`config.mk`:
```
export PLATFORM = sky130hd
export DESIGN_NAME = mib_slave_cmd_bridge
export DESIGN_NICKNAME = d
export VERILOG_FILES = /design/src/rtl/mib_slave_cmd_bridge.sv
export SDC_FILE = /design/constraint.sdc
export NUM_CORES = 1
export LEC_CHECK = 0
export CAP_MARGIN = 40
export CORE_UTILIZATION = 51
export DETAILED_ROUTE_END_ITERATION = 12
export PLACE_DENSITY = 0.87
export SYNTH_ARGS = -nofsm -noshare
export SYNTH_HDL_FRONTEND = slang
export SYNTH_SLANG_ARGS = --single-unit
```
`constraint.sdc`:
```
create_clock -name i_sysclk -period 2.03 [get_ports i_sysclk]
set_input_delay 0.3045 -clock i_sysclk [delete_from_list [all_inputs] [get_ports i_sysclk]]
set_output_delay 0.3045 -clock i_sysclk [all_outputs]
set_load 0.1 [all_outputs]
```
`src/rtl/mib_slave_cmd_bridge.sv`:
```
// MIB slave endpoint: decodes the two address phases (and two write-data
// phases) of a MIB transaction, claims it when the address nibble [23:20]
// matches P_MIB_MSN, replays it as one local cmd-bus request and returns the
// MIB ack (plus two read-data words for reads). All outputs are registered.
module mib_slave_cmd_bridge #(
  parameter logic [3:0]  P_MIB_MSN              = 4'h0,
  parameter int unsigned P_CMD_ACK_TIMEOUT_CLKS = 16
) (
  input  logic        i_sysclk,
  input  logic        i_rst_n,
  input  logic        i_mib_start,
  input  logic        i_mib_rd_wr_n,
  input  logic [15:0] i_mib_ad,
  output logic [15:0] o_mib_ad,
  output logic        o_mib_ad_high_z,
  output logic        o_mib_slave_ack,
  output logic        o_cmd_sel,
  output logic        o_cmd_rd_wr_n,
  output logic [19:0] o_cmd_byte_addr,
  output logic [31:0] o_cmd_wdata,
  input  logic [31:0] i_cmd_rdata,
  input  logic        i_cmd_ack,
  output logic        o_cmd_timeout
);

  localparam logic [2:0] S_IDLE     = 3'd0;
  localparam logic [2:0] S_ADDR2    = 3'd1;
  localparam logic [2:0] S_WDATA1   = 3'd2;
  localparam logic [2:0] S_WDATA2   = 3'd3;
  localparam logic [2:0] S_CMD_WAIT = 3'd4;
  localparam logic [2:0] S_WR_ACK   = 3'd5;
  localparam logic [2:0] S_RD_HI    = 3'd6;
  localparam logic [2:0] S_RD_LO    = 3'd7;

  // Last counter value at which a local ack is still honoured.
  localparam logic [7:0] WAIT_LAST = 8'(P_CMD_ACK_TIMEOUT_CLKS - 1);

  logic [2:0]  state;
  logic [7:0]  addr_hi;
  logic [15:0] addr_lo;
  logic        rd_wr_n;
  logic [15:0] wdata_hi;
  logic [15:0] rdata_lo;
  logic [7:0]  wait_cnt;
  logic        restart;

  // A new start restarts decoding everywhere except while read data is on the bus.
  assign restart = i_mib_start && (state != S_RD_HI) && (state != S_RD_LO);

  // Transaction state machine with registered MIB and cmd-bus outputs.
  always_ff @(posedge i_sysclk or negedge i_rst_n) begin
    if (!i_rst_n) begin
      state           <= S_IDLE;
      addr_hi         <= '0;
      addr_lo         <= '0;
      rd_wr_n         <= 1'b0;
      wdata_hi        <= '0;
      rdata_lo        <= '0;
      wait_cnt        <= '0;
      o_mib_ad        <= '0;
      o_mib_ad_high_z <= 1'b1;
      o_mib_slave_ack <= 1'b0;
      o_cmd_sel       <= 1'b0;
      o_cmd_rd_wr_n   <= 1'b0;
      o_cmd_byte_addr <= '0;
      o_cmd_wdata     <= '0;
      o_cmd_timeout   <= 1'b0;
    end else begin
      o_cmd_sel     <= 1'b0;
      o_cmd_timeout <= 1'b0;
      if (restart) begin
        rd_wr_n         <= i_mib_rd_wr_n;
        addr_hi         <= i_mib_ad[7:0];
        o_mib_slave_ack <= 1'b0;
        o_mib_ad        <= '0;
        o_mib_ad_high_z <= 1'b1;
        o_cmd_rd_wr_n   <= 1'b0;
        o_cmd_byte_addr <= '0;
        o_cmd_wdata     <= '0;
        state           <= S_ADDR2;
      end else begin
        case (state)
          S_IDLE: begin
            o_cmd_rd_wr_n   <= 1'b0;
            o_cmd_byte_addr <= '0;
            o_cmd_wdata     <= '0;
          end
          S_ADDR2: begin
            if (addr_hi[7:4] != P_MIB_MSN) begin
              state <= S_IDLE;
            end else if (rd_wr_n) begin
              o_cmd_sel       <= 1'b1;
              o_cmd_rd_wr_n   <= 1'b1;
              o_cmd_byte_addr <= {addr_hi[3:0], i_mib_ad};
              o_cmd_wdata     <= '0;
              wait_cnt        <= '0;
              state           <= S_CMD_WAIT;
            end else begin
              addr_lo <= i_mib_ad;
              state   <= S_WDATA1;
            end
          end
          S_WDATA1: begin
            wdata_hi <= i_mib_ad;
            state    <= S_WDATA2;
          end
          S_WDATA2: begin
            o_cmd_sel       <= 1'b1;
            o_cmd_rd_wr_n   <= 1'b0;
            o_cmd_byte_addr <= {addr_hi[3:0], addr_lo};
            o_cmd_wdata     <= {wdata_hi, i_mib_ad};
            wait_cnt        <= '0;
            state           <= S_CMD_WAIT;
          end
          S_CMD_WAIT: begin
            if (o_cmd_sel) begin
              wait_cnt <= '0;
            end else if (i_cmd_ack) begin
              o_mib_slave_ack <= 1'b1;
              if (rd_wr_n) begin
                o_mib_ad        <= i_cmd_rdata[31:16];
                rdata_lo        <= i_cmd_rdata[15:0];
                o_mib_ad_high_z <= 1'b0;
                state           <= S_RD_HI;
              end else begin
                state <= S_WR_ACK;
              end
            end else if (wait_cnt == WAIT_LAST) begin
              o_cmd_timeout <= 1'b1;
              state         <= S_IDLE;
            end else begin
              wait_cnt <= wait_cnt + 8'd1;
            end
          end
          S_WR_ACK: begin
            o_mib_slave_ack <= 1'b0;
            state           <= S_IDLE;
          end
          S_RD_HI: begin
            o_mib_ad <= rdata_lo;
            state    <= S_RD_LO;
          end
          S_RD_LO: begin
            o_mib_ad        <= '0;
            o_mib_ad_high_z <= 1'b1;
            o_mib_slave_ack <= 1'b0;
            state           <= S_IDLE;
          end
          default: state <= S_IDLE;
        endcase
      end
    end
  end

endmodule

```
[Word level (Yosys, flattened, before mapping)]
Cells that the tools add are included.
Storage, ports and cells
  bits in registers: 141
  latch bits: 0
  memory bits (writable): 0
  memory bits (read-only): 0
  word-level logic and storage cells: 112
  memories: 0
Operators by class
  add/sub/neg operators: 1
  $mul: 0
  divide/modulo/power cells: 0
  magnitude comparators: 0
  eq/ne operators: 20
  shift operators: 0
  mux-type cells: 49
  bitwise logic cells: 4
  reductions and logical operators: 23
Operator list (number)
  32-bit 2-to-1 mux: 3
  32-bit case mux with 3 select lines: 1
  16-bit 2-to-1 mux: 4
  20-bit 2-to-1 mux: 3
  20-bit case mux with 3 select lines: 1
  16-bit case mux with 3 select lines: 1
  8-bit 2-to-1 mux: 5
  3-bit != test, second input constant: 9
  8-bit case mux with 3 select lines: 1
  1-bit 2-to-1 mux: 18
  3-bit 2-to-1 mux: 6
  3-bit case mux with 6 select lines: 1
  3-bit equality test, second input constant: 4
  3-bit AND reduction: 4
  4-bit AND reduction: 3
  3-bit nonzero test: 4
  4-bit nonzero test: 3
  8-bit by 1-bit adder with 8-bit output, second input constant: 1
  8-bit by 4-bit equality test with 1-bit output, second input constant: 1
  1-bit case mux with 2 select lines: 4
  7-bit nonzero test: 1
  3-bit by 2-bit equality test with 1-bit output, second input constant: 2
  6-bit AND reduction: 1
  5-bit AND reduction: 1
  9 further kinds: 15

[Longest topological paths before layout]
  depth in word-level cells: 6
  gate-level depth with buffers: 8
  depth with buffers taken out: 6

[Worst setup path before layout]
No wires, ideal clock.
  path type: register -> register
  start: register o_cmd_sel
  end: register rdata_lo[10]
  setup time: 127 ps
  data arrival time: 2017 ps
  required time: 1903 ps
  setup slack: -115 ps
  stages on the path, launching flop included: 6
  period minus slack after synthesis: 2145 ps
  path through: dfrtp_1 -> nor4_4 -> nand2_2 -> nor2_8 -> buf_8 -> mux2_1
Between the ends
  word-level cells in the longest chain between the ends: 2
RTL lines
  start: declaration: RTL line 17  | output logic o_cmd_sel,
  start signal: assignment: RTL line 63  | o_cmd_sel <= 1'b0;
  start signal: assignment: RTL line 69  | o_cmd_sel <= 1'b0;
  start signal: assignment: RTL line 92  | o_cmd_sel <= 1'b1;
  1-bit inverter (no line)
  5-bit AND reduction (no line)
  end signal: assignment: RTL line 122  | rdata_lo <= i_cmd_rdata[15:0];
  end: declaration: RTL line 43  | logic [15:0] rdata_lo;
Every way passes these cells.
A chain may end at the register's enable or synchronous reset.

[Final worst setup path]
  start: register wait_cnt[0]
  end: register wait_cnt[1]
Between the ends
  word-level cells in the longest chain between the ends: 5
RTL lines
  start: declaration: RTL line 44  | logic [7:0] wait_cnt;
  start signal: assignment: RTL line 132  | wait_cnt <= wait_cnt + 8'd1;
  8-bit by 1-bit adder with 8-bit output: RTL line 132
  8-bit 2-to-1 mux: RTL line 128  | end else if (wait_cnt == WAIT_LAST) begin
  8-bit 2-to-1 mux: RTL line 118  | end else if (i_cmd_ack) begin
  8-bit 2-to-1 mux: RTL line 116  | if (o_cmd_sel) begin
  8-bit case mux with 3 select lines: RTL line 82  | case (state)
Parallel ways exist; a longest one is shown, timed or not. The select of a mux whose other input is x is not followed.

==> impl_metrics.env <==
export IMPL_synth_top_cell_area_share_pct=59.47
export IMPL_total_power_mw=7.887
export IMPL_min_path_type="in2async"
export IMPL_ys_async_sr_fraction_pct=100.0
export IMPL_status="finished clean"
export IMPL_fmax_mhz=527.3
export IMPL_cap_violations=0
export IMPL_cts_buffers=17
export IMPL_syn_nets=546
export IMPL_clock_skew_final_ps=8.357
export IMPL_synth_cell_types=44
export IMPL_drc=0
export IMPL_worst_setup_path_type="reg2reg"
export IMPL_core_area_um2=11030
export IMPL_grt_overflow=0
export IMPL_avgSynthCellArea_um2=11.97
export IMPL_rows=38
export IMPL_grt_pass1_vias=4586
export IMPL_die_h_um=109.5
export IMPL_syn2layout_area_growth_pct=32.99
export IMPL_synth_top_area_cell="dfrtp_1"
export IMPL_ioPinCount=126
export IMPL_yosys_warnings=0
export IMPL_synth_edff_count=0
export IMPL_cts_tree="done"
export IMPL_ys_ff_latch=141
export IMPL_cp_start_kind="register"
export IMPL_setup_tns_ps=0
export IMPL_synth_area_um2=5891
export IMPL_clkSinkCount=141
export IMPL_final_period_utilization_pct=93.43
export IMPL_drive_gt1_share_pct=26.93
export IMPL_vias_per_cell=5.919
export IMPL_setup_viol=0
export IMPL_cp_data_required_time_ps=2370
export IMPL_ys_seq_area_share_pct=59.92
export IMPL_antenna_found_initial=0
export IMPL_hold_viol_final=0
export IMPL_peakVddDrop_uv=568.0
export IMPL_synthTopCellsByArea="dfrtp_1 59%, mux2_2 6.5%, a22o_1 4.8%"
export IMPL_power_density_nw_per_um2=1007
export IMPL_endpoint_kind="register"
export IMPL_drt_pass1_iterations=6
export IMPL_worstSkewPairLatency_ps=420
export IMPL_fin_crit_ps=1897
export IMPL_wl_mm=14.64
export IMPL_tightest_slew_ps=406.9
export IMPL_reg2regPathDepth=6
export IMPL_grt_max_degree=44
export IMPL_cp_max_fo=8
export IMPL_num_antenna_cells=0
export IMPL_gp_congestion=0.8143
export IMPL_clockBufferDepth=2
export IMPL_dieArea_um2=11980
export IMPL_rsz0062_at_grt="no"
export IMPL_cp_arrival_ps=2230
export IMPL_routedWlPerCell_um=18.89
export IMPL_die_w_um=109.5
export IMPL_dp_hpwl_mm=9.628
export IMPL_cts_root_buf="clkbuf_16"
export IMPL_io_buffers=125
export IMPL_htreeDepth=4
export IMPL_syn_inst=492
export IMPL_track_usage_pct=25.93
export IMPL_final_nets=676
export IMPL_drtAntennaViolNets=0
export IMPL_synthFlopType="dfrtp_1"
export IMPL_drtIter0Drc=381
export IMPL_initial_utilization_pct=53.40
export IMPL_grt_pass1_wl_mm=23.23
export IMPL_clk_pin_slew_ps=60
export IMPL_max_slew_margin_pct=72.88
export IMPL_p_leak_nw=3.722
export IMPL_vias=4587
export IMPL_finalMaxSlewViolations=0
[placed cells by master, fill, tap and decap left out, types with 3 or more instances in the layout]
master / n
a21oi_1: 27
a22o_1: 32
a22oi_1: 11
a31oi_1: 24
a32o_1: 4
and3_1: 4
buf_12: 7
buf_4: 87
bufinv_16: 3
clkbuf_16: 17
clkdlybuf4s50_1: 51
dfrtp_1: 139
inv_1: 6
inv_6: 4
mux2_1: 14
mux2_2: 34
mux2i_1: 10
nand2_1: 49
nand3_1: 3
nor2_1: 31
nor2b_1: 3
nor3b_1: 16
o21ai_0: 7
o21ai_1: 11
or2b_1: 4
[cell type report]
cell class | instances | area, µm²
multi-input cells | 308 | 2170
clock inverters | 12 | 160.2
clock buffers | 20 | 446.7
repair buffers | 147 | 1325
flip-flops and latches | 141 | 3531
well taps | 140 | 175.2
fillers | 709 | 3197
inverters | 7 | 26.28
[cell families (layout without fill, tap and decap cells)]
kind of cell | count (synthesis) | in the layout | share of synthesized area, %
flops | 141 | 141 | 59.92
mux | 58 | 58 | 10.88
simple gates | 124 | 124 | 11.19
fa+ha+maj | 1 | 1 | 0.2124
compound gates | 125 | 125 | 14.44
buf+inv | 43 | 186 | 3.356
[worst paths after layout]
check	from	endpoint	slack (ps)
max	wait_cnt[0]$_DFFE_PN0P_	wait_cnt[1]$_DFFE_PN0P_	130
min	i_rst_n	o_mib_ad[6]$_DFFE_PN0P_	350
max reg2reg	wait_cnt[0]$_DFFE_PN0P_	wait_cnt[1]$_DFFE_PN0P_	130
min reg2reg	o_mib_ad_high_z$_DFFE_PN1P_	o_mib_ad_high_z$_DFFE_PN1P_	470
max in group asynchronous	i_rst_n	o_cmd_byte_addr[15]$_DFFE_PN0P_	970
min in group i_sysclk	o_mib_ad_high_z$_DFFE_PN1P_	o_mib_ad_high_z$_DFFE_PN1P_	470
[metal layers]
metal  vias up  global-route usage [%]  part of all wire, %
met5         -                       0                    0
met4         0                   12.19                  2.6
met3        37                   6.520                  5.6
met2       179                   41.60                   50
met1      2335                   33.13                   42
li1       2036                       -                    -
[critical path, stage by stage (launching register included)]
cell	delay [ps]
dfrtp_1	410
ha_1	230
and3_1	250
a21oi_1	260
nor2b_1	120
nor3_4	310
mux2i_1	230
[synth_stat cells (3+ instances only)]
cell and n:
o21ai_1 12, and3_1 5, nand2_1 49, dfrtp_1 140, nor3b_1 16, a22o_1 32, buf_2 14, nor2_1 31
nor2b_1 3, or2b_1 4, mux2_1 14, a22oi_1 11, a32o_1 4, a21oi_1 27, a31oi_1 24, mux2i_1 10
inv_1 6, clkbuf_1 19, mux2_2 34, nand3_1 3, o21ai_0 7
[power by group]
part / leakage [nW] / switching, mW / internal (mW) / total (mW)
Sequential: 1.87 / 0.225 / 3.15 / 3.37
Combinational: 1.55 / 0.848 / 0.488 / 1.34
Clock: 0.296 / 1.20 / 1.98 / 3.18
Total: 3.72 / 2.27 / 5.61 / 7.89
[state kept, by name (all words and copies together), names as in the netlist]
| name | count |
|---|---|
| o_cmd_sel | 1 |
| wdata_hi | 16 |
| o_cmd_timeout | 1 |
| o_cmd_rd_wr_n | 1 |
| rd_wr_n | 1 |
| o_mib_ad | 16 |
| addr_hi | 8 |
| o_mib_slave_ack | 1 |
| state | 3 |
| o_cmd_byte_addr | 20 |
| wait_cnt | 8 |
| rdata_lo | 16 |
| addr_lo | 16 |
| o_cmd_wdata | 32 |
| o_mib_ad_high_z | 1 |
[through the flow]
step	setup slack [ps]	instance area, µm²	std cells	util, %	hold WS (ps)
after floorplan	138.9	5892	492	-	8.909
after global placement	134.0	7216	742	65.42	228.5
after detailed placement	55.39	7216	742	65.42	231.1
after CTS	121.9	7833	775	71.01	354.1
after global routing	47.12	7834	775	71.02	389.2
final	133.4	7834	775	71.02	354.9
[what timing repair did]
item,4_1_cts,5_1_grt
resized for setup,0,1
buffers inserted,0,0
endpoints found under the hold margin,35,0
setup endpoints to repair,0,1
hold buffers,1,0
Power figures use the tool's default switching activity.
